`src/rtl/lector_d_fifos.sv`:
```
// Receive-side reader for the two destination FIFOs: round-robin arbitration with a burst limit, merged into one tagged valid/ready stream.
// Optional per-source delivered-word counters are built when WORD_COUNT_EN is defined.
module lector_d_fifos #(
    parameter int data_width  = 6,
    parameter int count_width = 8
) (
    input  logic                   clk,
    input  logic                   reset,
    input  logic                   init,
    input  logic [3:0]             umbral_burst,
    input  logic [data_width-1:0]  data_in_D0,
    input  logic [data_width-1:0]  data_in_D1,
    input  logic                   empty_D0,
    input  logic                   empty_D1,
    input  logic                   sink_ready,
    output logic                   D0_pop,
    output logic                   D1_pop,
    output logic [data_width-1:0]  data_out,
    output logic                   valid_out,
    output logic                   src_out,
    output logic                   idle_out,
    output logic                   active_out,
`ifdef WORD_COUNT_EN
    output logic                   error_out,
    output logic [count_width-1:0] count_D0,
    output logic [count_width-1:0] count_D1
`else
    output logic                   error_out
`endif
);

    typedef enum logic [2:0] {ST_RESET, ST_INIT, ST_IDLE, ST_ACTIVE, ST_ERROR} state_t;

    state_t                state, state_next;
    logic [3:0]            umbral_reg;
    logic [3:0]            burst_cnt;
    logic                  last_src;
    logic                  pending;
    logic                  pend_src;
    logic [data_width:0]   buf0, buf1;
    logic [1:0]            occ;

    logic                  ne0, ne1, cur_ne, other_ne;
    logic                  deq, can_pop, do_pop, sel;
    logic [1:0]            occ_after;
    logic [data_width:0]   cap_word;

    assign ne0       = ~empty_D0;
    assign ne1       = ~empty_D1;
    assign cur_ne    = last_src ? ne1 : ne0;
    assign other_ne  = last_src ? ne0 : ne1;
    assign valid_out = (occ != 2'd0);
    assign deq       = valid_out & sink_ready;
    assign occ_after = occ - {1'b0, deq};
    assign cap_word  = {pend_src, pend_src ? data_in_D1 : data_in_D0};

    // A pop is issued only when the word it returns is guaranteed a buffer slot.
    assign can_pop = ((state == ST_IDLE) || (state == ST_ACTIVE)) && init
                     && ((occ_after + {1'b0, pending}) < 2'd2);
    assign do_pop  = can_pop & (ne0 | ne1);
    assign D0_pop  = do_pop & ~sel;
    assign D1_pop  = do_pop & sel;

    // burst_cnt==0 only before the first pop, where the source opposite last_src starts.
    always_comb begin
        sel = last_src;
        if ((burst_cnt == 4'd0) && ne0 && ne1)
            sel = ~last_src;
        else if (cur_ne && ((burst_cnt < umbral_reg) || !other_ne))
            sel = last_src;
        else
            sel = ~last_src;
    end

    always_comb begin
        state_next = state;
        case (state)
            ST_RESET:  state_next = ST_INIT;
            ST_INIT:   if (init) state_next = (umbral_reg == 4'd0) ? ST_ERROR : ST_IDLE;
            ST_IDLE:   if (!init) state_next = ST_INIT;
                       else if (ne0 || ne1) state_next = ST_ACTIVE;
            ST_ACTIVE: if (!init) state_next = ST_INIT;
                       else if (!ne0 && !ne1 && !pending && (occ == 2'd0)) state_next = ST_IDLE;
            ST_ERROR:  state_next = ST_ERROR;
            default:   state_next = ST_RESET;
        endcase
    end

    always_ff @(posedge clk or negedge reset) begin
        if (!reset) begin
            state      <= ST_RESET;
            umbral_reg <= 4'd0;
            burst_cnt  <= 4'd0;
            last_src   <= 1'b1;
            pending    <= 1'b0;
            pend_src   <= 1'b0;
        end else begin
            state    <= state_next;
            pending  <= do_pop;
            pend_src <= sel;
            if (state == ST_INIT)
                umbral_reg <= umbral_burst;
            if (do_pop) begin
                if (sel == last_src) begin
                    if (burst_cnt != 4'hF)
                        burst_cnt <= burst_cnt + 4'd1;
                end else begin
                    burst_cnt <= 4'd1;
                    last_src  <= sel;
                end
            end
        end
    end

    // Two-entry buffer kept head-aligned in buf0 so data_out never moves during a stall.
    always_ff @(posedge clk or negedge reset) begin
        if (!reset) begin
            buf0 <= '0;
            buf1 <= '0;
            occ  <= 2'd0;
        end else begin
            case ({pending, deq})
                2'b01: begin
                    buf0 <= buf1;
                    occ  <= occ - 2'd1;
                end
                2'b10: begin
                    if (occ == 2'd0) buf0 <= cap_word;
                    else             buf1 <= cap_word;
                    occ <= occ + 2'd1;
                end
                2'b11: begin
                    if (occ == 2'd1) begin
                        buf0 <= cap_word;
                    end else begin
                        buf0 <= buf1;
                        buf1 <= cap_word;
                    end
                end
                default: ;
            endcase
        end
    end

    assign data_out   = buf0[data_width-1:0];
    assign src_out    = buf0[data_width];
    assign idle_out   = (state == ST_IDLE);
    assign active_out = (state == ST_ACTIVE);
    assign error_out  = (state == ST_ERROR);

`ifdef WORD_COUNT_EN
    always_ff @(posedge clk or negedge reset) begin
        if (!reset) begin
            count_D0 <= '0;
            count_D1 <= '0;
        end else if (deq) begin
            if (src_out) count_D1 <= count_D1 + 1'b1;
            else         count_D0 <= count_D0 + 1'b1;
        end
    end
`endif

endmodule

```
`config.mk`:
```
export PLATFORM = sky130hd
export DESIGN_NAME = lector_d_fifos
export DESIGN_NICKNAME = d
export VERILOG_FILES = /design/src/rtl/lector_d_fifos.sv
export SDC_FILE = /design/constraint.sdc
export NUM_CORES = 1
export LEC_CHECK = 0
export BUFFER_PORTS_ARGS = -buffer_cell sky130_fd_sc_hd__buf_2
export CAP_MARGIN = 20
export CORE_MARGIN = 3
export CORE_UTILIZATION = 25
export CTS_BUF_LIST = sky130_fd_sc_hd__clkbuf_8
export DETAILED_ROUTE_END_ITERATION = 12
export GPL_TIMING_DRIVEN = 0
export PLACE_DENSITY = 0.54
export SETUP_SLACK_MARGIN = 0.4
export SYNTH_ARGS = -nofsm -noshare
export SYNTH_HDL_FRONTEND = slang
export SYNTH_SLANG_ARGS = --single-unit
```
`constraint.sdc`:
```
create_clock -name clk -period 2.7 [get_ports clk]
set_clock_uncertainty 0.15 [all_clocks]
set_input_delay 0.27 -clock clk [delete_from_list [all_inputs] [get_ports clk]]
set_output_delay 0.27 -clock clk [all_outputs]
set_load 0.01 [all_outputs]
```
==> run_summary.xml, run 1 <==
<?xml version="1.0" encoding="UTF-8"?>
<metrics>
  <group name="cts">
    <metric name="cts.sink_count" unit="">30</metric>
    <metric name="clk_path_buf_depth" unit="">2</metric>
    <metric name="worstSkewPairLatency" unit="ns">0.28</metric>
    <metric name="clk_transition_reported_paths" unit="ns">0.07</metric>
    <metric name="clock_tree_from_tritoncts" unit="">built</metric>
    <metric name="cts.htree.levels" unit="">2</metric>
    <metric name="cts_root_buffer" unit="">sky130_fd_sc_hd__clkbuf_8</metric>
    <metric name="number_of_clock_buffers_inserted_by_tritoncts" unit="">5</metric>
  </group>
  <group name="setup_path">
    <metric name="crit_type" unit="">reg -&gt; out</metric>
    <metric name="required" unit="ns">2.28</metric>
    <metric name="critical_path.max_fanout" unit="">3</metric>
    <metric name="end_kind" unit="">primary output</metric>
    <metric name="critPathMaxStageDelay" unit="ns">0.41</metric>
    <metric name="cp_cell_sequence" unit="">inv_2, ha_4, inv_4, nand2_4, inv_4, ha_4, nor2b_4, xnor2_2, nand2_2, a31oi_4, buf_2</metric>
    <metric name="setup.worst_path.start_class" unit="">flip-flop</metric>
    <metric name="data_arrival_time_of_the_critical_path" unit="ns">2.00</metric>
    <metric name="critical-path-slowest-cell" unit="">sky130_fd_sc_hd__dfrtp_1</metric>
  </group>
  <group name="pwr">
    <metric name="power.share.combinational" unit="">0.543</metric>
    <metric name="internal-power" unit="mW">1.657</metric>
    <metric name="switching_share" unit="">0.3899</metric>
    <metric name="pwr_density_cell" unit="mW/mm2">1133</metric>
    <metric name="power.total" unit="mW">2.716</metric>
    <metric name="total_switching_power" unit="mW">1.059</metric>
    <metric name="power.share.clock" unit="">0.162</metric>
    <metric name="static-leakage-power" unit="nW">1.064</metric>
    <metric name="pwr-share-seq" unit="">0.295</metric>
    <metric name="worst_ir_drop_vdd" unit="V">0.0005184</metric>
  </group>
  <group name="sta">
    <metric name="timing.fmax" unit="GHz">0.4140</metric>
    <metric name="final.period_utilization" unit="">0.8947</metric>
    <metric name="final-max-slew-violation-count" unit="">0</metric>
    <metric name="hold_slack" unit="ns">0.04400</metric>
    <metric name="timing.final.hold_violations" unit="">0</metric>
    <metric name="fin_crit" unit="ns">2.416</metric>
    <metric name="rsz0062_at_grt" unit="">yes</metric>
    <metric name="relative_slew_slack" unit="">0.5210</metric>
    <metric name="worst_slew_pin_slew" unit="ns">0.7170</metric>
    <metric name="final_setup_violation_count" unit="">0</metric>
    <metric name="totalNegativeSetupSlack" unit="ns">0</metric>
  </group>
  <group name="cells_and_area">
    <metric name="most_frequent_standard_cell_in_the_layout_excluding_fill_and_tap_cells" unit="">sky130_fd_sc_hd__buf_2</metric>
    <metric name="insertedDiodeCount" unit="">0</metric>
    <metric name="nets" unit="">263</metric>
    <metric name="largestRegisters" unit="">buf0 (7), buf1 (7)</metric>
    <metric name="area_growth_from_synthesis_to_layout" unit="%">36.66</metric>
    <metric name="filler_cells_inserted" unit="">668</metric>
    <metric name="layout_common_cells" unit="">34 x sky130_fd_sc_hd__buf_2, 27 x sky130_fd_sc_hd__dfrtp_1, 19 x sky130_fd_sc_hd__nor2_1, 13 x sky130_fd_sc_hd__nand2_1, 13 x sky130_fd_sc_hd__buf_4</metric>
    <metric name="layout-drive-gt1-share" unit="">0.4267</metric>
  </group>
  <group name="logic_synthesis">
    <metric name="netlist-cell-type-count" unit="">42</metric>
    <metric name="synthesis.area" unit="mm2">0.001754</metric>
    <metric name="yosys_warnings" unit="">0</metric>
    <metric name="yosys_most_used_dff" unit="">sky130_fd_sc_hd__dfrtp_1</metric>
    <metric name="synth_cells" unit="">175</metric>
    <metric name="synth-edff-count" unit="">0</metric>
    <metric name="yosysSeqAreaShare" unit="">0.4287</metric>
    <metric name="asyncSetResetFlopFracSynth" unit="">1.000</metric>
    <metric name="post_synth.cell_area_avg" unit="um2">10.02</metric>
    <metric name="mappedNetlistNets" unit="">207</metric>
    <metric name="ys_ff_latch" unit="">30</metric>
  </group>
  <group name="global_routing">
    <metric name="grt_overflow" unit="">0</metric>
    <metric name="grt_antenna_before_repair" unit="">0</metric>
    <metric name="first_global_vias" unit="">1470</metric>
    <metric name="grt.total_usage" unit="">0.1067</metric>
    <metric name="grt_pass1_wl" unit="mm">7.134</metric>
    <metric name="grt_start_max_net_pins" unit="">31</metric>
  </group>
  <group name="routing">
    <metric name="route.vias.total" unit="">1471</metric>
    <metric name="post_drt_via_cell_ratio" unit="">4.526</metric>
    <metric name="remaining_drc_errors" unit="">0</metric>
    <metric name="detail_route.iter0.violations" unit="">51</metric>
    <metric name="drt.antenna.violating_nets" unit="">0</metric>
    <metric name="avgRoutedWirePerCell" unit="um">12.48</metric>
    <metric name="totalWireLength" unit="mm">4.056</metric>
    <metric name="drt_first_pass_iters" unit="">4</metric>
  </group>
  <group name="run">
    <metric name="cap_viol_max_count" unit="">0</metric>
  </group>
  <group name="placed_design">
    <metric name="placement.io_buffers" unit="">34</metric>
    <metric name="dp_hpwl" unit="mm">2.752</metric>
    <metric name="gp_congestion" unit="">0.7636</metric>
  </group>
  <group name="die">
    <metric name="io-pin-count" unit="">35</metric>
    <metric name="floorplan.rows" unit="">29</metric>
    <metric name="design.core.area" unit="mm2">0.006568</metric>
    <metric name="die_width" unit="um">89.77</metric>
    <metric name="fp.dieArea" unit="mm2">0.008058</metric>
    <metric name="initial_core_util" unit="">0.2671</metric>
    <metric name="vertical_die_dimension" unit="um">89.77</metric>
  </group>
  <group name="run_status">
    <metric name="outcome" unit="">finished clean</metric>
  </group>
  <group name="min_path">
    <metric name="hold_crit_class" unit="">in -&gt; reg</metric>
  </group>
</metrics>
[through the flow]
| stage | area, um2 | setup slack (ns) | utilization | instances |
|---|---|---|---|---|
| after global placement | 2043 | 0.1620 | 0.3111 | 302 |
| after detailed placement | 2043 | 0.09711 | 0.3111 | 302 |
| final | 2397 | 0.2844 | 0.3650 | 325 |
| after floorplan | 1757 | 0.4033 | - | 175 |
| after CTS | 2349 | 0.2753 | 0.3576 | 323 |
| after global routing | 2397 | 0.1824 | 0.3650 | 325 |
[worst paths after layout]
path	cells after the start	startpoint	slack (ns)	end
max	11	occ[0]	0.28	D1_pop
min	3	umbral_burst[2]	0.04	umbral_reg[2]
max reg2reg	14	occ[0]	0.37	last_src
min reg2reg	2	buf0[6]	0.34	buf0[6]
max in group asynchronous	2	reset	1.49	burst_cnt[2]
min in group asynchronous	2	reset	0.42	buf0[2]
[final cells by class]
cell class | instances | area, um2 | share of cell area
buffer | 4 | 17.52 | 0.007307
clock buffer | 5 | 68.82 | 0.02871
clock inverter | 3 | 37.54 | 0.01566
inverter | 11 | 53.80 | 0.02244
multi-input combinational | 130 | 1060 | 0.4421
sequential | 30 | 754.5 | 0.3147
tap | 93 | 116.4 | 0.04854
timing repair buffer | 49 | 289.0 | 0.1206
[synthesized netlist by cell type (3+ instances only)]
cell type / instances / area [um2]
sky130_fd_sc_hd__a21oi_1: 7 / 35.03
sky130_fd_sc_hd__o211ai_1: 3 / 22.52
sky130_fd_sc_hd__inv_1: 10 / 37.54
sky130_fd_sc_hd__nand3_1: 7 / 35.03
sky130_fd_sc_hd__o21ai_0: 7 / 35.03
sky130_fd_sc_hd__nor2b_1: 5 / 31.28
sky130_fd_sc_hd__ha_1: 10 / 125.1
sky130_fd_sc_hd__mux2_2: 12 / 135.1
sky130_fd_sc_hd__nand2_1: 15 / 56.30
sky130_fd_sc_hd__nor2_1: 21 / 78.83
sky130_fd_sc_hd__nor3b_1: 3 / 22.52
sky130_fd_sc_hd__mux2i_1: 3 / 30.03
sky130_fd_sc_hd__dfrtp_1: 29 / 725.7
sky130_fd_sc_hd__a221oi_1: 5 / 43.79
sky130_fd_sc_hd__and3_1: 3 / 18.77
[cells by family after synthesis]
family                   after synthesis  synth area share
buffers and inverters                 15           0.03353
adder cells (fa/ha/maj)               10           0.07133
AO/OA/AOI/OAI                         38            0.1712
AND/OR/NAND/NOR                       63            0.1812
flip-flops                            30            0.4287
multiplexers                          15           0.09415
XOR/XNOR                               4           0.01998
[power groups by stage]
| stage | clock network, mW | registers [mW] | logic, mW |
|---|---|---|---|
| after floorplan | 0 | 0.809 | 0.854 |
| after global placement | 0 | 0.809 | 1.13 |
| after detailed placement | 0 | 0.814 | 1.14 |
| after CTS | 0.456 | 0.799 | 1.44 |
| after global routing | 0.474 | 0.830 | 1.65 |
| final | 0.441 | 0.801 | 1.47 |
[critical path: cells and delay by family (launching register included)]
kind | cells | cell delay (ns)
AO/OA/AOI/OAI | 1 | 0.17
AND/OR/NAND/NOR | 3 | 0.22
adder cells (fa/ha/maj) | 2 | 0.40
buffers and inverters | 4 | 0.32
flip-flops | 1 | 0.41
XOR/XNOR | 1 | 0.19
[repair_timing]
item                                    in CTS  in global routing
cloned                                       0                  0
setup buffers                               12                  2
hold endpoints to repair                    29                  0
hold buffers                                 1                  0
pin swaps                                    8                  3
endpoints found under the setup margin      20                 17
resized for setup                           24                  8
[metal layers]
layer	share of wire	wire [um]	GRT usage
met3	0.054	221	0.03088
met2	0.46	1862	0.1711
met4	0.0091	37	0.03831
met5	0	0	0
met1	0.48	1934	0.1373
(Power assumes the default switching activity.)
==> run 2: changes to the inputs <==
--- a/config.mk
+++ b/config.mk
@@ -8,11 +8,11 @@
 export BUFFER_PORTS_ARGS = -buffer_cell sky130_fd_sc_hd__buf_2
 export CAP_MARGIN = 20
 export CORE_MARGIN = 3
-export CORE_UTILIZATION = 25
+export CORE_UTILIZATION = 57
 export CTS_BUF_LIST = sky130_fd_sc_hd__clkbuf_8
 export DETAILED_ROUTE_END_ITERATION = 12
 export GPL_TIMING_DRIVEN = 0
-export PLACE_DENSITY = 0.54
+export PLACE_DENSITY = 0.93
 export SETUP_SLACK_MARGIN = 0.4
 export SYNTH_ARGS = -nofsm -noshare
 export SYNTH_HDL_FRONTEND = slang
==> constraint.sdc (replaced) <==
create_clock -name clk -period 2.7 [get_ports clk]
set_clock_uncertainty 0.15 [all_clocks]
set_input_delay 0.27 -clock clk [delete_from_list [all_inputs] [get_ports clk]]
set_output_delay 0.27 -clock clk [all_outputs]
set_load 0.005 [all_outputs]
==> run_summary.xml, run 2 (same netlist as run 1, synthesis figures left out) <==
<?xml version="1.0" encoding="UTF-8"?>
<metrics>
  <group name="setup_path">
    <metric name="critical_path.max_fanout" unit="">4</metric>
    <metric name="setup.worst_path.start_class" unit="">flip-flop</metric>
    <metric name="required" unit="ns">2.28</metric>
    <metric name="critPathLaunch" unit="">occ[1]</metric>
    <metric name="data_arrival_time_of_the_critical_path" unit="ns">2.00</metric>
    <metric name="crit_type" unit="">reg -&gt; out</metric>
    <metric name="worst_r2r_startpoint" unit="">occ[1]</metric>
    <metric name="end_kind" unit="">primary output</metric>
  </group>
  <group name="global_routing">
    <metric name="grt_overflow" unit="">0</metric>
    <metric name="first_global_vias" unit="">1521</metric>
    <metric name="grt_start_max_net_pins" unit="">31</metric>
    <metric name="grt_antenna_before_repair" unit="">0</metric>
    <metric name="grt.total_usage" unit="">0.2509</metric>
    <metric name="grt_pass1_wl" unit="mm">6.817</metric>
  </group>
  <group name="placed_design">
    <metric name="placement.io_buffers" unit="">34</metric>
    <metric name="detailed_place.area" unit="mm2">0.001966</metric>
    <metric name="dpl_worst_slack" unit="ns">0.1513</metric>
    <metric name="gp_congestion" unit="">0.7705</metric>
    <metric name="dp_hpwl" unit="mm">2.583</metric>
  </group>
  <group name="die">
    <metric name="floorplan.rows" unit="">19</metric>
    <metric name="initial_core_util" unit="">0.6149</metric>
    <metric name="design.core.area" unit="mm2">0.002853</metric>
    <metric name="fp.dieArea" unit="mm2">0.003779</metric>
    <metric name="die_width" unit="um">61.48</metric>
    <metric name="vertical_die_dimension" unit="um">61.48</metric>
    <metric name="io-pin-count" unit="">35</metric>
  </group>
  <group name="min_path">
    <metric name="min-delay-start" unit="">umbral_burst[3]</metric>
    <metric name="hold_crit_class" unit="">in -&gt; reg</metric>
  </group>
  <group name="cells_and_area">
    <metric name="stdcell_area" unit="mm2">0.002316</metric>
    <metric name="largestRegisters" unit="">buf0 (7), buf1 (7)</metric>
    <metric name="layout_common_cells" unit="">34 x sky130_fd_sc_hd__buf_2, 27 x sky130_fd_sc_hd__dfrtp_1, 20 x sky130_fd_sc_hd__nor2_1, 19 x sky130_fd_sc_hd__buf_4, 13 x sky130_fd_sc_hd__nand2_1</metric>
    <metric name="area_growth_from_synthesis_to_layout" unit="%">32.03</metric>
    <metric name="insertedDiodeCount" unit="">0</metric>
    <metric name="layout-drive-gt1-share" unit="">0.4383</metric>
    <metric name="most_frequent_standard_cell_in_the_layout_excluding_fill_and_tap_cells" unit="">sky130_fd_sc_hd__buf_2</metric>
    <metric name="nets" unit="">268</metric>
  </group>
  <group name="cts">
    <metric name="cts.sink_count" unit="">30</metric>
    <metric name="cts_root_buffer" unit="">sky130_fd_sc_hd__clkbuf_8</metric>
    <metric name="clk_path_buf_depth" unit="">2</metric>
    <metric name="clk_transition_reported_paths" unit="ns">0.06</metric>
    <metric name="number_of_clock_buffers_inserted_by_tritoncts" unit="">5</metric>
    <metric name="worstSkewPairLatency" unit="ns">0.28</metric>
    <metric name="clock_tree_from_tritoncts" unit="">built</metric>
    <metric name="cts.htree.levels" unit="">2</metric>
  </group>
  <group name="sta">
    <metric name="final.period_utilization" unit="">0.8966</metric>
    <metric name="fin_crit" unit="ns">2.421</metric>
    <metric name="relative_slew_slack" unit="">0.5604</metric>
    <metric name="timing.fmax" unit="GHz">0.4131</metric>
    <metric name="post-route-worst-setup-slack" unit="ns">0.2793</metric>
    <metric name="final-max-slew-violation-count" unit="">0</metric>
    <metric name="timing.final.hold_violations" unit="">0</metric>
    <metric name="rsz0062_at_grt" unit="">yes</metric>
    <metric name="totalNegativeSetupSlack" unit="ns">0</metric>
    <metric name="worst_slew_pin_slew" unit="ns">0.6580</metric>
    <metric name="final_setup_violation_count" unit="">0</metric>
  </group>
  <group name="routing">
    <metric name="drt_first_pass_iters" unit="">4</metric>
    <metric name="avgRoutedWirePerCell" unit="um">16.11</metric>
    <metric name="route.vias.total" unit="">1589</metric>
    <metric name="post_drt_via_cell_ratio" unit="">5.974</metric>
    <metric name="drt.antenna.violating_nets" unit="">0</metric>
    <metric name="detail_route.iter0.violations" unit="">89</metric>
    <metric name="remaining_drc_errors" unit="">0</metric>
    <metric name="totalWireLength" unit="mm">4.285</metric>
  </group>
  <group name="run_status">
    <metric name="outcome" unit="">finished clean</metric>
  </group>
  <group name="pwr">
    <metric name="static-leakage-power" unit="nW">1.058</metric>
    <metric name="power.total" unit="mW">2.734</metric>
    <metric name="pwr_density_cell" unit="mW/mm2">1181</metric>
    <metric name="worst_ir_drop_vdd" unit="V">0.0007772</metric>
  </group>
  <group name="run">
    <metric name="cap_viol_max_count" unit="">0</metric>
  </group>
</metrics>
run 2: stage by stage:
step | util | hold slack [ns] | std cells
2_1_floorplan | - | -0.1756 | 175
3_3_place_gp | 0.6890 | 0.1787 | 240
3_5_place_dp | 0.6890 | 0.1839 | 240
4_1_cts | 0.7925 | 0.03535 | 262
5_1_grt | 0.8118 | 0.03646 | 266
6_report | 0.8118 | 0.04334 | 266
run 2: timing repair:
| action | 4_1_cts | 5_1_grt |
|---|---|---|
| gates cloned | 0 | 0 |
| resized for setup | 22 | 7 |
| setup endpoints to repair | 20 | 17 |
| hold buffers | 1 | 0 |
| setup buffers | 15 | 4 |
| pin swaps | 9 | 5 |
| endpoints found under the hold margin | 29 | 0 |
run 2: area by class of cell:
type                       instances  area [um2]
buffer                             4       17.52
clock buffer                       6       82.58
fill                             177       536.8
inverter                          11       51.30
multi-input combinational        130        1049
sequential                        30       754.5
tap                               31       38.79
timing repair buffer              54       322.8
run 2: routing by layer:
metal,up-vias,wire length [um],track usage
met4,0,139,0.1121
li1,755,-,-
met1,760,1670,0.2748
met3,14,221,0.06499
met5,-,0,0
met2,60,2253,0.4532
run 2: worst paths after layout:
check                                end  slack (ns)  cells past startpoint
max                               D1_pop        0.28                     11
min                        umbral_reg[3]        0.04                      3
max reg2reg                     last_src        0.34                     13
min reg2reg                      buf0[6]        0.34                      2
max in group asynchronous   burst_cnt[3]        1.54                      2
min in group asynchronous        buf0[3]        0.39                      2
run 2: critical path, cell delays in order, from the launching register on:
cell and delay (ns):
sky130_fd_sc_hd__dfrtp_1 0.40, sky130_fd_sc_hd__inv_2 0.09, sky130_fd_sc_hd__ha_4 0.16, sky130_fd_sc_hd__inv_4 0.05, sky130_fd_sc_hd__nand2_4 0.06, sky130_fd_sc_hd__inv_4 0.04, sky130_fd_sc_hd__ha_4 0.16, sky130_fd_sc_hd__xor2_2 0.15
sky130_fd_sc_hd__xnor2_2 0.20, sky130_fd_sc_hd__nand2_2 0.11, sky130_fd_sc_hd__a31oi_1 0.16, sky130_fd_sc_hd__buf_2 0.14
run 2: where the power goes:
part	switching [mW]	internal, mW
sequential	0.132	0.667
clock	0.162	0.196
combinational	0.776	0.802
==> run 3: changes to the inputs <==
--- a/config.mk
+++ b/config.mk
@@ -5,6 +5,7 @@
 export SDC_FILE = /design/constraint.sdc
 export NUM_CORES = 1
 export LEC_CHECK = 0
+export ABC_AREA = 1
 export BUFFER_PORTS_ARGS = -buffer_cell sky130_fd_sc_hd__buf_2
 export CAP_MARGIN = 20
 export CORE_MARGIN = 3
==> run_summary.xml, run 3 <==
<?xml version="1.0" encoding="UTF-8"?>
<metrics>
  <group name="logic_synthesis">
    <metric name="synthTopCellsByArea" unit="">sky130_fd_sc_hd__dfrtp_1 40%, sky130_fd_sc_hd__nand2_1 13%, sky130_fd_sc_hd__ha_1 7.0%</metric>
    <metric name="synth_top_area_frac" unit="">0.4033</metric>
    <metric name="yosys-top-cells-count" unit="">63 x sky130_fd_sc_hd__nand2_1, 29 x sky130_fd_sc_hd__dfrtp_1, 24 x sky130_fd_sc_hd__inv_1</metric>
    <metric name="post_synth.cell_area_avg" unit="um2">7.891</metric>
    <metric name="mappedNetlistNets" unit="">260</metric>
    <metric name="count_leader_synth" unit="">sky130_fd_sc_hd__nand2_1</metric>
    <metric name="asyncSetResetFlopFracSynth" unit="">1.000</metric>
    <metric name="yosys_warnings" unit="">0</metric>
    <metric name="netlist-cell-type-count" unit="">32</metric>
    <metric name="synth-edff-count" unit="">0</metric>
    <metric name="yosys_most_used_dff" unit="">sky130_fd_sc_hd__dfrtp_1</metric>
    <metric name="synth_cells" unit="">228</metric>
    <metric name="ys_ff_latch" unit="">30</metric>
    <metric name="yosysSeqAreaShare" unit="">0.4179</metric>
    <metric name="synthesis.area" unit="mm2">0.001799</metric>
    <metric name="yosys.area.top_type" unit="">sky130_fd_sc_hd__dfrtp_1</metric>
  </group>
  <group name="sta">
    <metric name="final-max-slew-violation-count" unit="">0</metric>
    <metric name="timing.fmax" unit="GHz">0.4274</metric>
    <metric name="worst_slew_pin_slew" unit="ns">0.6694</metric>
    <metric name="final_setup_violation_count" unit="">0</metric>
    <metric name="final.period_utilization" unit="">0.8665</metric>
    <metric name="timing.final.hold_violations" unit="">0</metric>
    <metric name="fin_crit" unit="ns">2.340</metric>
    <metric name="rsz0062_at_grt" unit="">yes</metric>
    <metric name="hold_slack" unit="ns">0.04630</metric>
    <metric name="totalNegativeSetupSlack" unit="ns">0</metric>
    <metric name="relative_slew_slack" unit="">0.5538</metric>
  </group>
  <group name="cells_and_area">
    <metric name="layout_common_cells" unit="">62 x sky130_fd_sc_hd__nand2_1, 36 x sky130_fd_sc_hd__buf_2, 29 x sky130_fd_sc_hd__dfrtp_1, 21 x sky130_fd_sc_hd__inv_1, 18 x sky130_fd_sc_hd__nor2_1</metric>
    <metric name="layout-drive-gt1-share" unit="">0.3594</metric>
    <metric name="nets" unit="">312</metric>
    <metric name="largestRegisters" unit="">buf0 (7), buf1 (7)</metric>
    <metric name="most_frequent_standard_cell_in_the_layout_excluding_fill_and_tap_cells" unit="">sky130_fd_sc_hd__nand2_1</metric>
    <metric name="insertedDiodeCount" unit="">0</metric>
    <metric name="filler_cells_inserted" unit="">190</metric>
    <metric name="area_growth_from_synthesis_to_layout" unit="%">24.90</metric>
  </group>
  <group name="min_path">
    <metric name="hold_crit_class" unit="">in -&gt; reg</metric>
  </group>
  <group name="die">
    <metric name="design.core.area" unit="mm2">0.002877</metric>
    <metric name="fp.dieArea" unit="mm2">0.003867</metric>
    <metric name="die_width" unit="um">62.19</metric>
    <metric name="floorplan.rows" unit="">19</metric>
    <metric name="initial_core_util" unit="">0.6255</metric>
    <metric name="vertical_die_dimension" unit="um">62.19</metric>
    <metric name="io-pin-count" unit="">35</metric>
  </group>
  <group name="setup_path">
    <metric name="critical_path.max_fanout" unit="">3</metric>
    <metric name="data_arrival_time_of_the_critical_path" unit="ns">1.92</metric>
    <metric name="required" unit="ns">2.28</metric>
    <metric name="setup.worst_path.start_class" unit="">flip-flop</metric>
    <metric name="end_kind" unit="">primary output</metric>
    <metric name="crit_type" unit="">reg -&gt; out</metric>
  </group>
  <group name="pwr">
    <metric name="static-leakage-power" unit="nW">1.201</metric>
    <metric name="pwr_density_cell" unit="mW/mm2">1145</metric>
    <metric name="worst_ir_drop_vdd" unit="V">0.0006137</metric>
  </group>
  <group name="run_status">
    <metric name="outcome" unit="">finished clean</metric>
  </group>
  <group name="routing">
    <metric name="avgRoutedWirePerCell" unit="um">13.89</metric>
    <metric name="totalWireLength" unit="mm">4.487</metric>
    <metric name="drt_first_pass_iters" unit="">4</metric>
    <metric name="detail_route.iter0.violations" unit="">121</metric>
    <metric name="route.vias.total" unit="">1710</metric>
    <metric name="drt.antenna.violating_nets" unit="">0</metric>
    <metric name="remaining_drc_errors" unit="">0</metric>
    <metric name="post_drt_via_cell_ratio" unit="">5.294</metric>
  </group>
  <group name="cts">
    <metric name="clk_transition_reported_paths" unit="ns">0.07</metric>
    <metric name="cts.htree.levels" unit="">2</metric>
    <metric name="clock_tree_from_tritoncts" unit="">built</metric>
    <metric name="cts_root_buffer" unit="">sky130_fd_sc_hd__clkbuf_8</metric>
    <metric name="cts.sink_count" unit="">30</metric>
    <metric name="worstSkewPairLatency" unit="ns">0.29</metric>
    <metric name="clk_path_buf_depth" unit="">2</metric>
    <metric name="number_of_clock_buffers_inserted_by_tritoncts" unit="">5</metric>
  </group>
  <group name="placed_design">
    <metric name="dp_hpwl" unit="mm">2.859</metric>
    <metric name="gp_congestion" unit="">0.8475</metric>
    <metric name="placement.io_buffers" unit="">34</metric>
  </group>
  <group name="global_routing">
    <metric name="grt_start_max_net_pins" unit="">31</metric>
    <metric name="grt.total_usage" unit="">0.2458</metric>
    <metric name="grt_overflow" unit="">0</metric>
    <metric name="grt_pass1_wl" unit="mm">7.527</metric>
    <metric name="grt_antenna_before_repair" unit="">0</metric>
    <metric name="first_global_vias" unit="">1665</metric>
  </group>
  <group name="run">
    <metric name="cap_viol_max_count" unit="">0</metric>
  </group>
</metrics>
run 3: cell count changes after synthesis, sizes merged, moves of 4 or more:
cell / before / now
or2: 0 / 7
nor2b: 5 / 0
mux2: 12 / 0
inv: 11 / 35
nand2: 15 / 72
a221oi: 5 / 0
o21ai: 7 / 15
a21oi: 8 / 3
a31oi: 3 / 7
nand4: 0 / 5
run 3: metal layers:
layer | up-vias | global-route usage | wire [um]
met5 | - | 0 | 0
met4 | 0 | 0.08840 | 126
met3 | 14 | 0.07027 | 347
met2 | 74 | 0.4368 | 2338
met1 | 803 | 0.2806 | 1675
li1 | 819 | - | -
run 3: layout make-up:
class / count / area [um2] / share of cell area
Clock inverter: 2 / 12.51 / 0.005568
Timing Repair Buffer: 45 / 255.2 / 0.1136
Multi-Input combinational cell: 159 / 938.4 / 0.4176
Sequential cell: 30 / 752.0 / 0.3346
Inverter: 36 / 140.1 / 0.06236
Buffer: 3 / 13.76 / 0.006125
Clock buffer: 6 / 82.58 / 0.03675
Tap cell: 42 / 52.55 / 0.02339
run 3: what timing repair did:
item,CTS,global route
pin swaps,7,1
setup buffers,8,2
hold endpoints to repair,29,0
cloned,0,0
gates resized for setup,9,3
hold buffers,1,0
endpoints found under the setup margin,3,16
run 3: path summary, 6_finish.rpt:
| kind | start | slack, ns | cells past startpoint | end |
|---|---|---|---|---|
| max | occ[1] | 0.36 | 11 | D1_pop |
| min | umbral_burst[0] | 0.05 | 3 | umbral_reg[0] |
| max reg2reg | occ[0] | 0.53 | 11 | buf1[1] |
| min reg2reg | last_src | 0.37 | 2 | last_src |
| max in group asynchronous | reset | 1.57 | 2 | state[0] |
| min in group asynchronous | reset | 0.39 | 2 | umbral_reg[1] |
run 3: cell families (layout without fill, tap and decap cells):
kind of cell	Yosys count	count (layout)	synth area share
adder cells (fa/ha/maj)	10	10	0.06954
XOR/XNOR	5	5	0.02434
flip-flops	30	30	0.4179
AND/OR/NAND/NOR	115	115	0.3046
multiplexers	1	1	0.005564
AO/OA/AOI/OAI	28	28	0.09250
buffers and inverters	39	92	0.08554
run 3: report_power, final:
| group | switching, mW | internal [mW] | leakage (nW) |
|---|---|---|---|
| combinational | 0.791 | 0.588 | 0.790 |
| sequential | 0.144 | 0.670 | 0.364 |
| clock | 0.177 | 0.205 | 0.0472 |
run 3: worst max-delay path, cell delays in order, from the launching register on:
cell                      delay (ns)
sky130_fd_sc_hd__dfrtp_1        0.40
sky130_fd_sc_hd__inv_2          0.09
sky130_fd_sc_hd__ha_4           0.13
sky130_fd_sc_hd__inv_2          0.03
sky130_fd_sc_hd__nand2_2        0.08
sky130_fd_sc_hd__inv_2          0.05
sky130_fd_sc_hd__ha_4           0.15
sky130_fd_sc_hd__xnor2_2        0.13
sky130_fd_sc_hd__xor2_1         0.20
sky130_fd_sc_hd__nand3_2        0.14
sky130_fd_sc_hd__nor2_1         0.11
sky130_fd_sc_hd__buf_2          0.11
run 3: through the flow:
step	worst slack (ns)	power [mW]	utilization	cell area (um2)	cells
4_1_cts	0.4081	2.509	0.7734	2225	321
3_3_place_gp	0.4054	1.905	0.7029	2022	304
5_1_grt	0.2663	2.791	0.7812	2247	323
6_report	0.3605	2.574	0.7812	2247	323
3_5_place_dp	0.3586	1.968	0.7029	2022	304
2_1_floorplan	0.6095	1.659	-	1799	228
